### config.mk
export PLATFORM = sky130hd
export DESIGN_NAME = onehot_decoder_flat
export DESIGN_NICKNAME = d
export VERILOG_FILES = /design/src/rtl/onehot_decoder_if.sv /design/src/rtl/onehot_decoder.sv /design/src/flat_wrapper.sv
export SDC_FILE = /design/constraint.sdc
export NUM_CORES = 1
export LEC_CHECK = 0
export ABC_AREA = 1
export BUFFER_PORTS_ARGS = -buffer_cell sky130_fd_sc_hd__buf_2
export CELL_PAD_IN_SITES_DETAIL_PLACEMENT = 0
export CELL_PAD_IN_SITES_GLOBAL_PLACEMENT = 2
export CORE_AREA = 2 2 56 58
export DETAILED_ROUTE_END_ITERATION = 12
export DIE_AREA = 0 0 58 60
export HOLD_SLACK_MARGIN = 0.02
export PLACE_DENSITY_LB_ADDON = 0.1
export SLEW_MARGIN = 15
export SYNTH_ARGS = -nofsm -noshare
export SYNTH_HDL_FRONTEND = slang
export SYNTH_SLANG_ARGS = --single-unit
### constraint.sdc
create_clock -name clk -period 1.16 [get_ports clk]
set_input_delay 0.058 -clock clk [delete_from_list [all_inputs] [get_ports clk]]
set_output_delay 0.058 -clock clk [all_outputs]
set_load 0.05 [all_outputs]
### src/rtl/onehot_decoder_if.sv
// Handshake bundle between a select source and the one-hot decoder.
// The select side (master) drives mode, the select and the downstream ready;
// the decoder (slave) returns acceptance, the one-hot word and the error flag.
interface onehot_decoder_if #(
  parameter int OUT_W = 4
);
  localparam int IN_W = (OUT_W > 1) ? $clog2(OUT_W) : 1;

  logic             mode;
  logic             in_vld;
  logic [IN_W-1:0]  in_sel;
  logic             in_rdy;
  logic [OUT_W-1:0] out;
  logic             out_vld;
  logic             out_rdy;
  logic             err;

  modport master (
    output mode, in_vld, in_sel, out_rdy,
    input  in_rdy, out, out_vld, err
  );

  modport slave (
    input  mode, in_vld, in_sel, out_rdy,
    output in_rdy, out, out_vld, err
  );
endinterface

### src/rtl/onehot_decoder.sv
// Registered binary-to-one-hot decoder with valid/ready on both sides and a
// self-running scan mode that walks a single enable across all OUT_W lanes,
// dwelling STEP cycles on each. Selects >= OUT_W produce an all-zero word
// flagged by err instead of being dropped.
module onehot_decoder #(
  parameter int OUT_W = 4,
  parameter int STEP  = 4
) (
  input  logic            clk,
  input  logic            rst_n,
  onehot_decoder_if.slave bus
);
  localparam int IN_W  = (OUT_W > 1) ? $clog2(OUT_W) : 1;
  localparam int CNT_W = (STEP > 1) ? $clog2(STEP) : 1;

  localparam logic [CNT_W-1:0] CNT_LAST = CNT_W'(STEP - 1);
  localparam logic [IN_W-1:0]  IDX_LAST = IN_W'(OUT_W - 1);
  // One bit wider than the select so OUT_W itself is representable.
  localparam logic [IN_W:0]    SEL_LIM  = (IN_W + 1)'(OUT_W);

  typedef enum logic [1:0] {
    IDLE,
    HOLD,
    SCAN
  } state_t;

  state_t           state;
  logic [OUT_W-1:0] out_q;
  logic             err_q;
  logic [CNT_W-1:0] cnt;
  logic [IN_W-1:0]  idx;

  logic             sel_bad;
  logic [OUT_W-1:0] sel_hot;
  logic [IN_W-1:0]  idx_nxt;
  logic             cnt_last;

  // Decode of the incoming select; only ever captured into out_q, so in_sel
  // never reaches the outputs combinationally.
  assign sel_bad  = {1'b0, bus.in_sel} >= SEL_LIM;
  assign sel_hot  = sel_bad ? '0 : (OUT_W'(1) << bus.in_sel);

  assign idx_nxt  = (idx == IDX_LAST) ? '0 : idx + IN_W'(1);
  assign cnt_last = (cnt == CNT_LAST);

  // Acceptance depends only on state, mode and downstream ready.
  assign bus.in_rdy  = ~bus.mode & ((state == IDLE) | ((state == HOLD) & bus.out_rdy));
  // Valid is pure state decode: always in HOLD, at the end of a step in SCAN.
  assign bus.out_vld = (state == HOLD) | ((state == SCAN) & cnt_last);
  assign bus.out     = out_q;
  assign bus.err     = err_q;

  // Control FSM: decode/hold handshaking and the scan walk share out_q.
  // NOTE: every register here uses <= so all of them update from the same
  // pre-edge values; mixing in = would make later lines see new values.
  always_ff @(posedge clk or negedge rst_n) begin
    if (!rst_n) begin
      state <= IDLE;
      out_q <= '0;
      err_q <= 1'b0;
      cnt   <= '0;
      idx   <= '0;
    end else begin
      case (state)
        IDLE: begin
          if (!bus.mode && bus.in_vld) begin
            out_q <= sel_hot;
            err_q <= sel_bad;
            state <= HOLD;
          end else if (bus.mode) begin
            idx   <= '0;
            cnt   <= '0;
            out_q <= OUT_W'(1);
            err_q <= 1'b0;
            state <= SCAN;
          end
        end

        HOLD: begin
          if (bus.out_rdy) begin
            if (!bus.mode && bus.in_vld) begin
              // Back-to-back: replace the drained result in the same cycle.
              out_q <= sel_hot;
              err_q <= sel_bad;
            end else begin
              // Drain to IDLE; a pending mode switch is taken from there.
              out_q <= '0;
              err_q <= 1'b0;
              state <= IDLE;
            end
          end
        end

        SCAN: begin
          if (!cnt_last) begin
            cnt <= cnt + CNT_W'(1);
          end else if (bus.out_rdy) begin
            // Mode is only sampled on a completed step transfer.
            if (bus.mode) begin
              cnt   <= '0;
              idx   <= idx_nxt;
              out_q <= OUT_W'(1) << idx_nxt;
            end else begin
              cnt   <= '0;
              idx   <= '0;
              out_q <= '0;
              state <= IDLE;
            end
          end
        end

        default: begin
          state <= IDLE;
          out_q <= '0;
          err_q <= 1'b0;
          cnt   <= '0;
          idx   <= '0;
        end
      endcase
    end
  end
endmodule

### src/flat_wrapper.sv
// flat-port wrapper written by rule: the top's interface ports become plain ports
module onehot_decoder_flat 
#(
  parameter int OUT_W = 4,
  parameter int STEP  = 4
)
  (clk, rst_n, bus_mode, bus_in_vld, bus_in_sel, bus_out_rdy, bus_in_rdy, bus_out, bus_out_vld, bus_err);
  onehot_decoder_if #(.OUT_W(OUT_W)) bus_i ();
  input  logic clk;
  input  logic rst_n;
  input wire logic [$bits(bus_i.mode)-1:0] bus_mode;
  input wire logic [$bits(bus_i.in_vld)-1:0] bus_in_vld;
  input wire logic [$bits(bus_i.in_sel)-1:0] bus_in_sel;
  input wire logic [$bits(bus_i.out_rdy)-1:0] bus_out_rdy;
  output wire logic [$bits(bus_i.in_rdy)-1:0] bus_in_rdy;
  output wire logic [$bits(bus_i.out)-1:0] bus_out;
  output wire logic [$bits(bus_i.out_vld)-1:0] bus_out_vld;
  output wire logic [$bits(bus_i.err)-1:0] bus_err;
  assign bus_i.mode = bus_mode;
  assign bus_i.in_vld = bus_in_vld;
  assign bus_i.in_sel = bus_in_sel;
  assign bus_i.out_rdy = bus_out_rdy;
  assign bus_in_rdy = bus_i.in_rdy;
  assign bus_out = bus_i.out;
  assign bus_out_vld = bus_i.out_vld;
  assign bus_err = bus_i.err;
  onehot_decoder #(.OUT_W(OUT_W), .STEP(STEP)) u_core (.clk(clk), .rst_n(rst_n), .bus(bus_i));
endmodule
---- Yosys cells after proc, flatten, opt, wreduce, memory -nomap -nowiden ----
Cells that the tools add are included.
operators by class
  add/sub/neg operators ................... 2
  equality and inequality tests ........... 13
  shifts and indexed selects .............. 2
  muxes and demuxes ....................... 30
  bitwise logic cells ..................... 8
  reduce and logical (&&, ||, !) cells .... 8
operators with widths
  cell                 count
  $mux 2               15
  $mux 4               7
  $pmux 2 s3           3
  $ne 2x2->1 const B   6
  $pmux 4 s3           1
  $reduce_and 4->1     2
  $shl 1x2->4 const A  2
  $eq 2x2->1 const B   3
  $ne 3x3->1 const B   2
  $reduce_and 6->1     1
  $reduce_and 5->1     1
  $add 2x1->2 const B  2
  $and 1x1->1          3
  $mux 1               3
  $not 1->1            3
  $pmux 1 s3           1
  $reduce_and 3->1     1
  $eq 2x1->1 const B   1
  $logic_not 2->1      1
  $ne 2x1->1 const B   1
  $or 1x1->1           2
  $logic_and 1x1->1    1
  $logic_not 1->1      1
word-level totals
  register bits ........................... 11
  output and inout port bits .............. 7
  word-level logic and storage cells ...... 68

---- Longest topological paths before layout ----
Gate-level depths: netlist (run 1).
  depth after elaboration ................. 7
  depth in mapped cells ................... 8
  depth with buffers taken out ............ 8

---- Worst setup path before layout (run 1) ----
No wires, ideal clock.
  kind .................................... reg-to-output
  start ................................... register u_core.state[1]
  end ..................................... output bus_in_rdy
  arrival ................................. 1,713 ps
  required time ........................... 1,102 ps
  slack ................................... -611 ps
  stages on the path, launching flop included .. 3
  buffers on the path ..................... 1
  cell sequence ........................... dfrtp_1 > buf_6 > a211oi_1
between the ends
  longest elaborated chain between the ends .. 4
RTL lines
  element                   line                  text
  start: declaration        onehot_decoder.sv:27  state_t state;
  start signal: assignment  onehot_decoder.sv:58  state <= IDLE;
  start signal: assignment  onehot_decoder.sv:69  state <= HOLD;
  start signal: assignment  onehot_decoder.sv:75  state <= SCAN;
  $eq 2x1->1                onehot_decoder.sv:47  assign bus.in_rdy = ~bus.mode & ((state == IDLE) | ((state == HOLD) & bus.out_rdy));
  $and 1x1->1               onehot_decoder.sv:47
  $or 1x1->1 (*)            onehot_decoder.sv:47
  $and 1x1->1 (*)           onehot_decoder.sv:47
  end: declaration          flat_wrapper.sv:15    output wire logic [$bits(bus_i.in_rdy)-1:0] bus_in_rdy;
Mark *: on every way between the ends. The rest lies on a longest branch, timed or not.

---- Final worst setup path (run 1) ----
  start ................................... register u_core.state[0]
  end ..................................... output bus_out_vld
between the ends
  longest elaborated chain between the ends .. 3
RTL lines
  element           line                  text
  $eq 2x2->1        onehot_decoder.sv:49  assign bus.out_vld = (state == HOLD) | ((state == SCAN) & cnt_last);
  $and 1x1->1       onehot_decoder.sv:49
  $or 1x1->1 (*)    onehot_decoder.sv:49
  end: declaration  flat_wrapper.sv:17    output wire logic [$bits(bus_i.out_vld)-1:0] bus_out_vld;
Marks and branches as above.

==> run summary, run 1 <==
Register-to-register setup slack: -120 ps
TritonCTS clock tree: yes
Number of failing setup endpoints in the final timing report: 11
Final Critical Period: 1340 ps
Routed wire length: 1890 um
Syn Nets: 108
Simple-gate area share of the yosys netlist: 38.6%
Detail Placement HPWL: 1480 um
Final Max Slew Viols: 0
Max Buffers Root-to-Sink: 2
Fraction of post-synthesis cell area in the top cell type by area: 33.8%
Largest delay share family, worst path: flip-flops
Setup CP Type: reg -> out
Type of element launching the critical path: flip-flop
Crit-path max cell delay: 430 ps
Final worst-path cycle share: 116%
Synth Instances: 95
Required time worst endpoint: 1100 ps
Gp weighted congestion: 0.709
Clk sinks: 10
Kind of capture point of the worst setup path: output port
R2R depth: 9
Number of placement rows: 20
Die boundary width: 58 um
Overall die height: 60 um
PD cells: 2650 mW/mm2
Yosys top cell by area: dfrtp_1
Avg Synthesized Cell Area: 7.78 um2
Commonest register cell after synthesis: dfrtp_1
Setup repair after global routing missed its margin: yes
Maximum Capacitance Violations: 0
Switch share: 47.0%
Switching power of the nets: 1.51 mW
Largest cells by area after synthesis: dfrtp_1 34%, nand2_1 15%, ha_1 10%
Cell at the slowest stage of the critical path: dfrtp_1
Overall global routing resource usage: 12.9%
Fraction of layout cells with a size suffix above 1: 59.0%
Final hold vios: 0
Cells along the critical path: inv_2 > nand2_2 > buf_6 > o21bai_4 > buf_6
Remaining design rule violation count: 0
Portion of netlist area occupied by mux cells: 0%
Clk pin slew, worst setup/hold paths: 70 ps
Number of nets in the layout: 148
Startpoint of the most critical register-to-register path: u_core.cnt[0]
Total die area: 0.00348 mm2
Area of combinational cells with multiple inputs: 542 um2
Total gr overflow: 0
Combinational family with the most area after synthesis: simple AND/OR/NAND/NOR gates
Number of gates on the worst path with buffers counted: 5
End of the worst register-to-register path: u_core.state[0]
Clock tree root buffer cell: clkbuf_4
Global-route wire length before repair: 3360 um
Clk pwr share: 10.2%
Cell repeated most along the worst path: buf_6
Number of flip-flops and latches in the synthesized netlist: 10
TritonCTS Buffers: 3
Relative area change from synthesis to final layout: 64.3%
Vias/cell: 4.34
H-tree levels: 1
Boundary pin count: 14
Ant diodes: 0
Fraction of the core area covered by cells at the end of the flow: 41.9%
Number of synthesized flops with an enable pin: 0
Highest fanout seen on the critical path: 4
Worst slack, placed: -114 ps
Starting DRC count in detailed routing: 7
Post-route cell area: 0.00121 mm2
Launching instance or port of the critical path: u_core.state[0]
Post-Synth XOR/XNOR Area: 0%
Compound-Gate Fraction of Synth Area: 9.31%
Peak Freq: 745 MHz
Worst setup skew after layout: 1.00 ps
Starting density of the core: 25.5%
Most frequent cell after synthesis: nand2_1
Largest net degree at the start of global routing: 11
Commonest cells in the netlist: 30 x nand2_1, 10 x dfrtp_1, 8 x nand3_1
Vias in the first global route: 700
Sequential cell area: 251 um2
Worst IR Drop VDD: 1.08 mV
Internal Power: 1.70 mW
Clk Latency, worst-skew pair: 270 ps
Synth warn: 0
Cell area after synthesis: 739 um2
Routed vias: 725
Final Worst Setup Slack: -182 ps
Detailed-router iteration count before antenna repair: 4
Seq/Total Area, Yosys: 33.8%
Buffers and inverters on the worst path: 3
Layout filler cell count: 301
Final Total Pwr: 3.22 mW
Failing checks: setup timing
Leakage: 0.606 nW
Count of different cell masters after synthesis: 22
Adder and majority cell fraction of the synthesized area: 10.2%
Critical path data arrival time: 1280 ps
Setup crit end: bus_out_vld
Average detailed-routed wire length per instance: 11.3 um
Combinational group share of total power: 71.0%
Worst min path class: in -> reg
Number of antenna violations at the first check in global routing: 0
Flop pwr share: 18.8%
Run status: complete, but fails checks
Antenna-violating nets left: 0
Placed standard-cell area: 958 um2
Ys async rst share: 100%
Number of buffers added on ports: 12
Placeable core region: 0.00290 mm2
power by group through the flow:
stage          Clock (mW)  Sequential [mW]  Combinational [mW]
2_1_floorplan           0            0.750                1.00
3_3_place_gp            0            0.608                1.72
3_5_place_dp            0            0.609                1.71
4_1_cts             0.332            0.597                2.16
5_1_grt             0.351            0.629                2.47
6_report            0.327            0.604                2.28
registers in the layout (all words and copies together), names as in the netlist:
signal,cells
u_core.bus.out,4
u_core.cnt,2
u_core.idx,2
u_core.state,2
what timing repair did:
action / in CTS / in global routing
buffers inserted: 10 / 1
cloned: 0 / 0
endpoints found under the setup margin: 12 / 12
endpoints found under the hold margin: 10 / 0
gates resized for setup: 27 / 18
pin swaps: 12 / 15
hold buffers: 1 / 0
stage by stage:
step	hold WS [ps]	instances	setup TNS, ps
after floorplan	-238	95	-106
after detailed placement	-65.9	153	-942
after global routing	141	167	-2290
after CTS	130	167	-1370
final	110	167	-1180
after global placement	-60.7	153	-1150
per-layer routing:
| metal | track usage, % | wire length (um) | up-vias |
|---|---|---|---|
| met5 | 0 | 0 | - |
| met4 | 5.98 | 25 | 0 |
| met3 | 0.866 | 69 | 2 |
| met2 | 19.6 | 881 | 13 |
| met1 | 18.7 | 914 | 332 |
| li1 | - | - | 378 |
how the worst min path moves through the flow:
stage                       start                end  depth (start not counted)  slack [ps]
global placement            rst_n      u_core.cnt[0]                          1         -60
detailed placement          rst_n      u_core.cnt[0]                          1         -70
floorplan                   rst_n  u_core.bus.out[0]                          0        -240
finish              bus_in_sel[0]  u_core.bus.out[2]                          4         110
global route        bus_in_sel[0]  u_core.bus.out[2]                          4         140
CTS                 bus_in_sel[0]  u_core.bus.out[2]                          4         130
worst min-delay path, cell delays in order:
cell	delay, ps
buf_2	120
o21ai_2	70
nand2_1	50
nand2_1	40
layout make-up:
type	count	share of cell area [%]
Clock buffer	4	2.99
Inverter	10	3.30
Multi-Input combinational cell	73	44.6
Sequential cell	10	20.7
Tap cell	33	3.40
Timing Repair Buffer	37	25.0
cells by family after synthesis:
logic type,count (synthesis)
DFF,10
and+or+nand+nor,54
buffers and inverters,12
AOI/OAI and AO/OA,12
other,1
adders and majority gates,6
placed cells by master (no fill, tap or decap), types with 5 or more instances in the layout:
| cell type | netlist | final |
|---|---|---|
| buf_2 | 0 | 10 |
| inv_2 | 4 | 5 |
| buf_4 | 1 | 13 |
| nand2_2 | 3 | 10 |
| o21ai_2 | 0 | 5 |
| dfrtp_1 | 10 | 9 |
| nand3_1 | 8 | 5 |
| ha_1 | 6 | 5 |
| nand2_1 | 30 | 22 |
| buf_6 | 1 | 13 |
No activity file was read; power rests on OpenSTA's default activity.
==> inputs of run 2 (changes only) <==
--- a/config.mk
+++ b/config.mk
@@ -9,9 +9,9 @@
 export BUFFER_PORTS_ARGS = -buffer_cell sky130_fd_sc_hd__buf_2
 export CELL_PAD_IN_SITES_DETAIL_PLACEMENT = 0
 export CELL_PAD_IN_SITES_GLOBAL_PLACEMENT = 2
-export CORE_AREA = 2 2 56 58
+export CORE_AREA = 2 2 51 63
 export DETAILED_ROUTE_END_ITERATION = 12
-export DIE_AREA = 0 0 58 60
+export DIE_AREA = 0 0 53 65
 export HOLD_SLACK_MARGIN = 0.02
 export PLACE_DENSITY_LB_ADDON = 0.1
 export SLEW_MARGIN = 15
==> run 2 against run 1 <==
Against the previous run:
- the run still ends with setup timing left
- combinational power hardly changed
- worst setup slack better by 34 ps
- first-iteration DRC count is 29% lower
- clock power is 6% lower
- critical path type unchanged
==> run summary, run 2 (synthesis gave the netlist of run 1 again) <==
Run status: complete, but fails checks
Failing checks: setup timing
Type of element launching the critical path: flip-flop
Cells along the critical path: buf_4 > nand2_4 > buf_6 > o21bai_4 > buf_8
Starting density of the core: 25.6%
Antenna-violating nets left: 0
Remaining design rule violation count: 0
Leading cell type in the layout, fill and taps excluded: nand2_1
Relative area change from synthesis to final layout: 64.5%
Vias in the first global route: 771
Gp weighted congestion: 0.692
Total gr overflow: 0
Peak Freq: 764 MHz
Worst slack, placed: -91.9 ps
Overall die height: 65 um
Final Hold Slack: 133 ps
Kind of capture point of the worst setup path: output port
R2R depth: 7
Final worst-path cycle share: 113%
Critical path data arrival time: 1250 ps
Required time worst endpoint: 1100 ps
Placeable core region: 0.00289 mm2
Fraction of layout cells with a size suffix above 1: 59.4%
Global-route wire length before repair: 3240 um
Final Max Slew Viols: 0
Average detailed-routed wire length per instance: 11.0 um
Routed vias: 737
Leakage: 0.613 nW
Setup CP Type: reg -> out
Worst min path class: in -> reg
Clk Latency, worst-skew pair: 260 ps
TritonCTS Buffers: 3
Overall global routing resource usage: 12.9%
Final Total Pwr: 3.18 mW
TritonCTS clock tree: yes
Startpoint of the most critical register-to-register path: u_core.state[1]
Total die area: 0.00345 mm2
Clk pin slew, worst setup/hold paths: 70 ps
Worst IR Drop VDD: 1.15 mV
Layout filler cell count: 329
Clock tree root buffer cell: clkbuf_4
Flip-flop count of the largest register, all copies and words added: 4
Largest net degree at the start of global routing: 11
Hold path endpoint: u_core.bus.out[2]
Number of failing setup endpoints in the final timing report: 10
Number of placement rows: 22
Number of buffers added on ports: 12
Cell at the slowest stage of the critical path: dfrtp_2
Fraction of the core area covered by cells at the end of the flow: 42.1%
H-tree levels: 1
Number of cells on the worst hold path: 4
Starting DRC count in detailed routing: 5
End of the worst register-to-register path: u_core.idx[1]
Vias/cell: 4.36
Final hold vios: 0
Number of nets in the layout: 147
Routed wire length: 1860 um
Clk sinks: 10
Max Buffers Root-to-Sink: 2
Number of antenna violations at the first check in global routing: 0
Highest fanout seen on the critical path: 5
Die boundary width: 53 um
Commonest cells after routing, fill and taps aside: 22 x nand2_1, 15 x buf_4, 10 x buf_2
PD cells: 2610 mW/mm2
Crit-path max cell delay: 410 ps
Ant diodes: 0
Boundary pin count: 14
Final Critical Period: 1310 ps
Worst setup skew after layout: 2.99 ps
Hold_sp: bus_in_sel[0]
Register-to-register setup slack: -110 ps
Detail Placement HPWL: 1470 um
Detailed-router iteration count before antenna repair: 4
Setup repair after global routing missed its margin: yes
Final Worst Setup Slack: -148 ps
Maximum Capacitance Violations: 0
==> run 2: stage by stage <==
step                      std cells  TNS [ps]  cell area (um2)
after floorplan                  95      -106              763
after global placement          156      -619              962
after detailed placement        156      -715              962
after CTS                       167     -1150             1140
after global routing            169     -1930             1220
final                           169     -1040             1220
==> run 2: final cells by class <==
cell class,count,area [um2],area share (%)
Clock buffer,4,36.3,2.98
Inverter,10,42.5,3.50
Multi-Input combinational cell,73,551,45.3
Sequential cell,10,253,20.8
Tap cell,36,45.0,3.70
Timing Repair Buffer,36,289,23.8
==> run 2: power breakdown <==
| part | switching [mW] | internal, mW | leakage, nW |
|---|---|---|---|
| combinational | 1.24 | 1.02 | 0.462 |
| sequential | 0.125 | 0.485 | 0.130 |
| clock | 0.118 | 0.190 | 0.0210 |
==> run 2: worst max path at each step <==
stage | startpoint | endpoint | slack [ps] | depth (start not counted)
finish | u_core.state[1] | bus_out_vld | -150 | 5
global route | u_core.state[0] | bus_out_vld | -200 | 5
CTS | u_core.state[0] | bus_out_vld | -180 | 4
detailed placement | u_core.cnt[0] | u_core.idx[1] | -90 | 6
global placement | u_core.state[0] | u_core.bus.out[2] | -80 | 8
floorplan | u_core.cnt[0] | u_core.bus.out[0] | -30 | 8
==> run 2: worst max-delay path, delay by kind of cell (launching register included) <==
| kind | cells | cell delay, ps |
|---|---|---|
| compound gates | 1 | 130 |
| simple gates | 1 | 50 |
| buf+inv | 3 | 390 |
| flops | 1 | 410 |
==> run 2: timing repair <==
action                                  in CTS  in global routing
endpoints found under the setup margin      12                 12
gates resized for setup                     27                 18
hold buffers                                 1                  0
pin swaps                                   14                 15
setup buffers                                6                  3
endpoints found under the hold margin       10                  0
==> run 2: routing by layer <==
layer	track usage (%)	vias up	wire length, um
li1	-	378	-
met1	13.7	350	723
met2	24.4	7	1080
met3	4.15	2	40
met4	1.92	0	16
met5	0	-	0
==> inputs of run 3 (changes only) <==
==> constraint.sdc (replaced) <==
create_clock -name clk -period 1.2 [get_ports clk]
set_input_delay 0.06 -clock clk [delete_from_list [all_inputs] [get_ports clk]]
set_output_delay 0.06 -clock clk [all_outputs]
set_load 0.05 [all_outputs]
==> run 3 against run 2 <==
Against the previous run:
- the run still ends with setup timing left
- hold slack better by 13 ps
- register-to-register slack barely moved
- core utilization is 0.69 points lower
- combinational power about the same
==> run summary, run 3 (synthesis gave the netlist of run 1 again) <==
Global-route wire length before repair: 3160 um
Final Worst Setup Slack: -149 ps
Detailed-router iteration count before antenna repair: 4
Sequential cell area: 253 um2
Detail Placement HPWL: 1410 um
Failing checks: setup timing
TritonCTS Buffers: 3
Worst setup skew after layout: 2.09 ps
Gp weighted congestion: 0.752
Die boundary width: 53 um
Vias in the first global route: 738
Ant diodes: 0
Number of placement rows: 22
Fraction of layout cells with a size suffix above 1: 53.8%
Worst slack, placed: -65.2 ps
Register-to-register setup slack: -120 ps
Setup CP Type: reg -> out
Critical path data arrival time: 1290 ps
Peak Freq: 741 MHz
Starting density of the core: 25.6%
Commonest cells after routing, fill and taps aside: 22 x nand2_1, 11 x buf_6, 11 x buf_4
Fraction of the core area covered by cells at the end of the flow: 41.4%
Area of combinational cells with multiple inputs: 518 um2
Largest net degree at the start of global routing: 11
Final worst-path cycle share: 112%
Type of element launching the critical path: flip-flop
Worst IR Drop VDD: 1.35 mV
Number of nets in the layout: 146
Leakage: 0.587 nW
Final hold vios: 0
Remaining design rule violation count: 0
Antenna-violating nets left: 0
Flip-flop count of the largest register, all copies and words added: 4
Run status: complete, but fails checks
Overall global routing resource usage: 12.6%
Average detailed-routed wire length per instance: 11.1 um
Vias/cell: 4.33
Number of failing setup endpoints in the final timing report: 11
Required time worst endpoint: 1140 ps
Number of buffers added on ports: 12
Placeable core region: 0.00289 mm2
Overall die height: 65 um
Clk Latency, worst-skew pair: 270 ps
Layout filler cell count: 297
Clock tree root buffer cell: clkbuf_4
H-tree levels: 1
Relative area change from synthesis to final layout: 61.8%
Clk sinks: 10
Kind of capture point of the worst setup path: output port
Routed wire length: 1860 um
Boundary pin count: 14
Starting DRC count in detailed routing: 4
Leading cell type in the layout, fill and taps excluded: nand2_1
Total gr overflow: 0
Routed vias: 727
Setup repair after global routing missed its margin: yes
Clk pin slew, worst setup/hold paths: 70 ps
Worst min path class: in -> reg
Total die area: 0.00345 mm2
TritonCTS clock tree: yes
Highest fanout seen on the critical path: 4
Final Max Slew Viols: 0
Final Critical Period: 1350 ps
Number of antenna violations at the first check in global routing: 0
Maximum Capacitance Violations: 0
PD cells: 2630 mW/mm2
Max Buffers Root-to-Sink: 2
run 3: cell count changes in the layout (fill, tap and decap cells not counted), sizes merged:
cell  before  now
buf       35   34
run 3: worst max-delay path: stages (launching register included):
cell	delay [ps]
dfrtp_2	430
buf_12	140
buf_6	110
a211oi_4	150
buf_6	180
run 3: routing by layer:
| metal | vias up | global-route usage [%] | share of wire [%] |
|---|---|---|---|
| met2 | 5 | 23.0 | 56 |
| met4 | 0 | 4.81 | 1.3 |
| met3 | 4 | 2.76 | 1.3 |
| met5 | - | 0 | 0 |
| met1 | 342 | 13.7 | 41 |
| li1 | 376 | - | - |
run 3: final cells by class:
type	count	share of cell area [%]
well taps	36	3.77
multi-input cells	73	43.3
repair buffers	35	25.2
clock buffers	4	3.03
flip-flops and latches	10	21.1
inverters	10	3.56
run 3: power breakdown:
part	switching [mW]	leakage, nW	internal (mW)
clock network	0.124	0.0210	0.184
logic	1.22	0.436	1.03
registers	0.119	0.130	0.469
total	1.46	0.587	1.68
run 3: what timing repair did:
action | in CTS | in global routing
endpoints found under the hold margin | 10 | 0
hold buffers | 1 | 0
pin swaps | 4 | 7
setup endpoints to repair | 10 | 12
resized for setup | 17 | 22
buffers inserted | 6 | 4
run 3: final timing paths:
check	startpoint	endpoint	depth (start not counted)
setup / recovery	u_core.state[1]	bus_in_rdy	4
hold / removal	bus_in_sel[0]	u_core.bus.out[2]	4
setup reg to reg	u_core.state[1]	u_core.state[0]	8
hold reg to reg	u_core.bus.out[3]	u_core.bus.out[3]	2
max in group asynchronous	rst_n	u_core.state[0]	2
min in group asynchronous	rst_n	u_core.bus.out[0]	2
run 3: stage by stage:
step,instance area [um2],power [mW],instances,hold WS [ps],TNS [ps]
after global placement,937,2.19,153,-57.7,-543
after CTS,1090,2.81,164,151,-1170
after global routing,1200,3.39,168,194,-1760
after floorplan,748,1.65,95,-236,-91.7
final,1200,3.14,168,146,-1040
after detailed placement,937,2.18,153,-57.4,-450
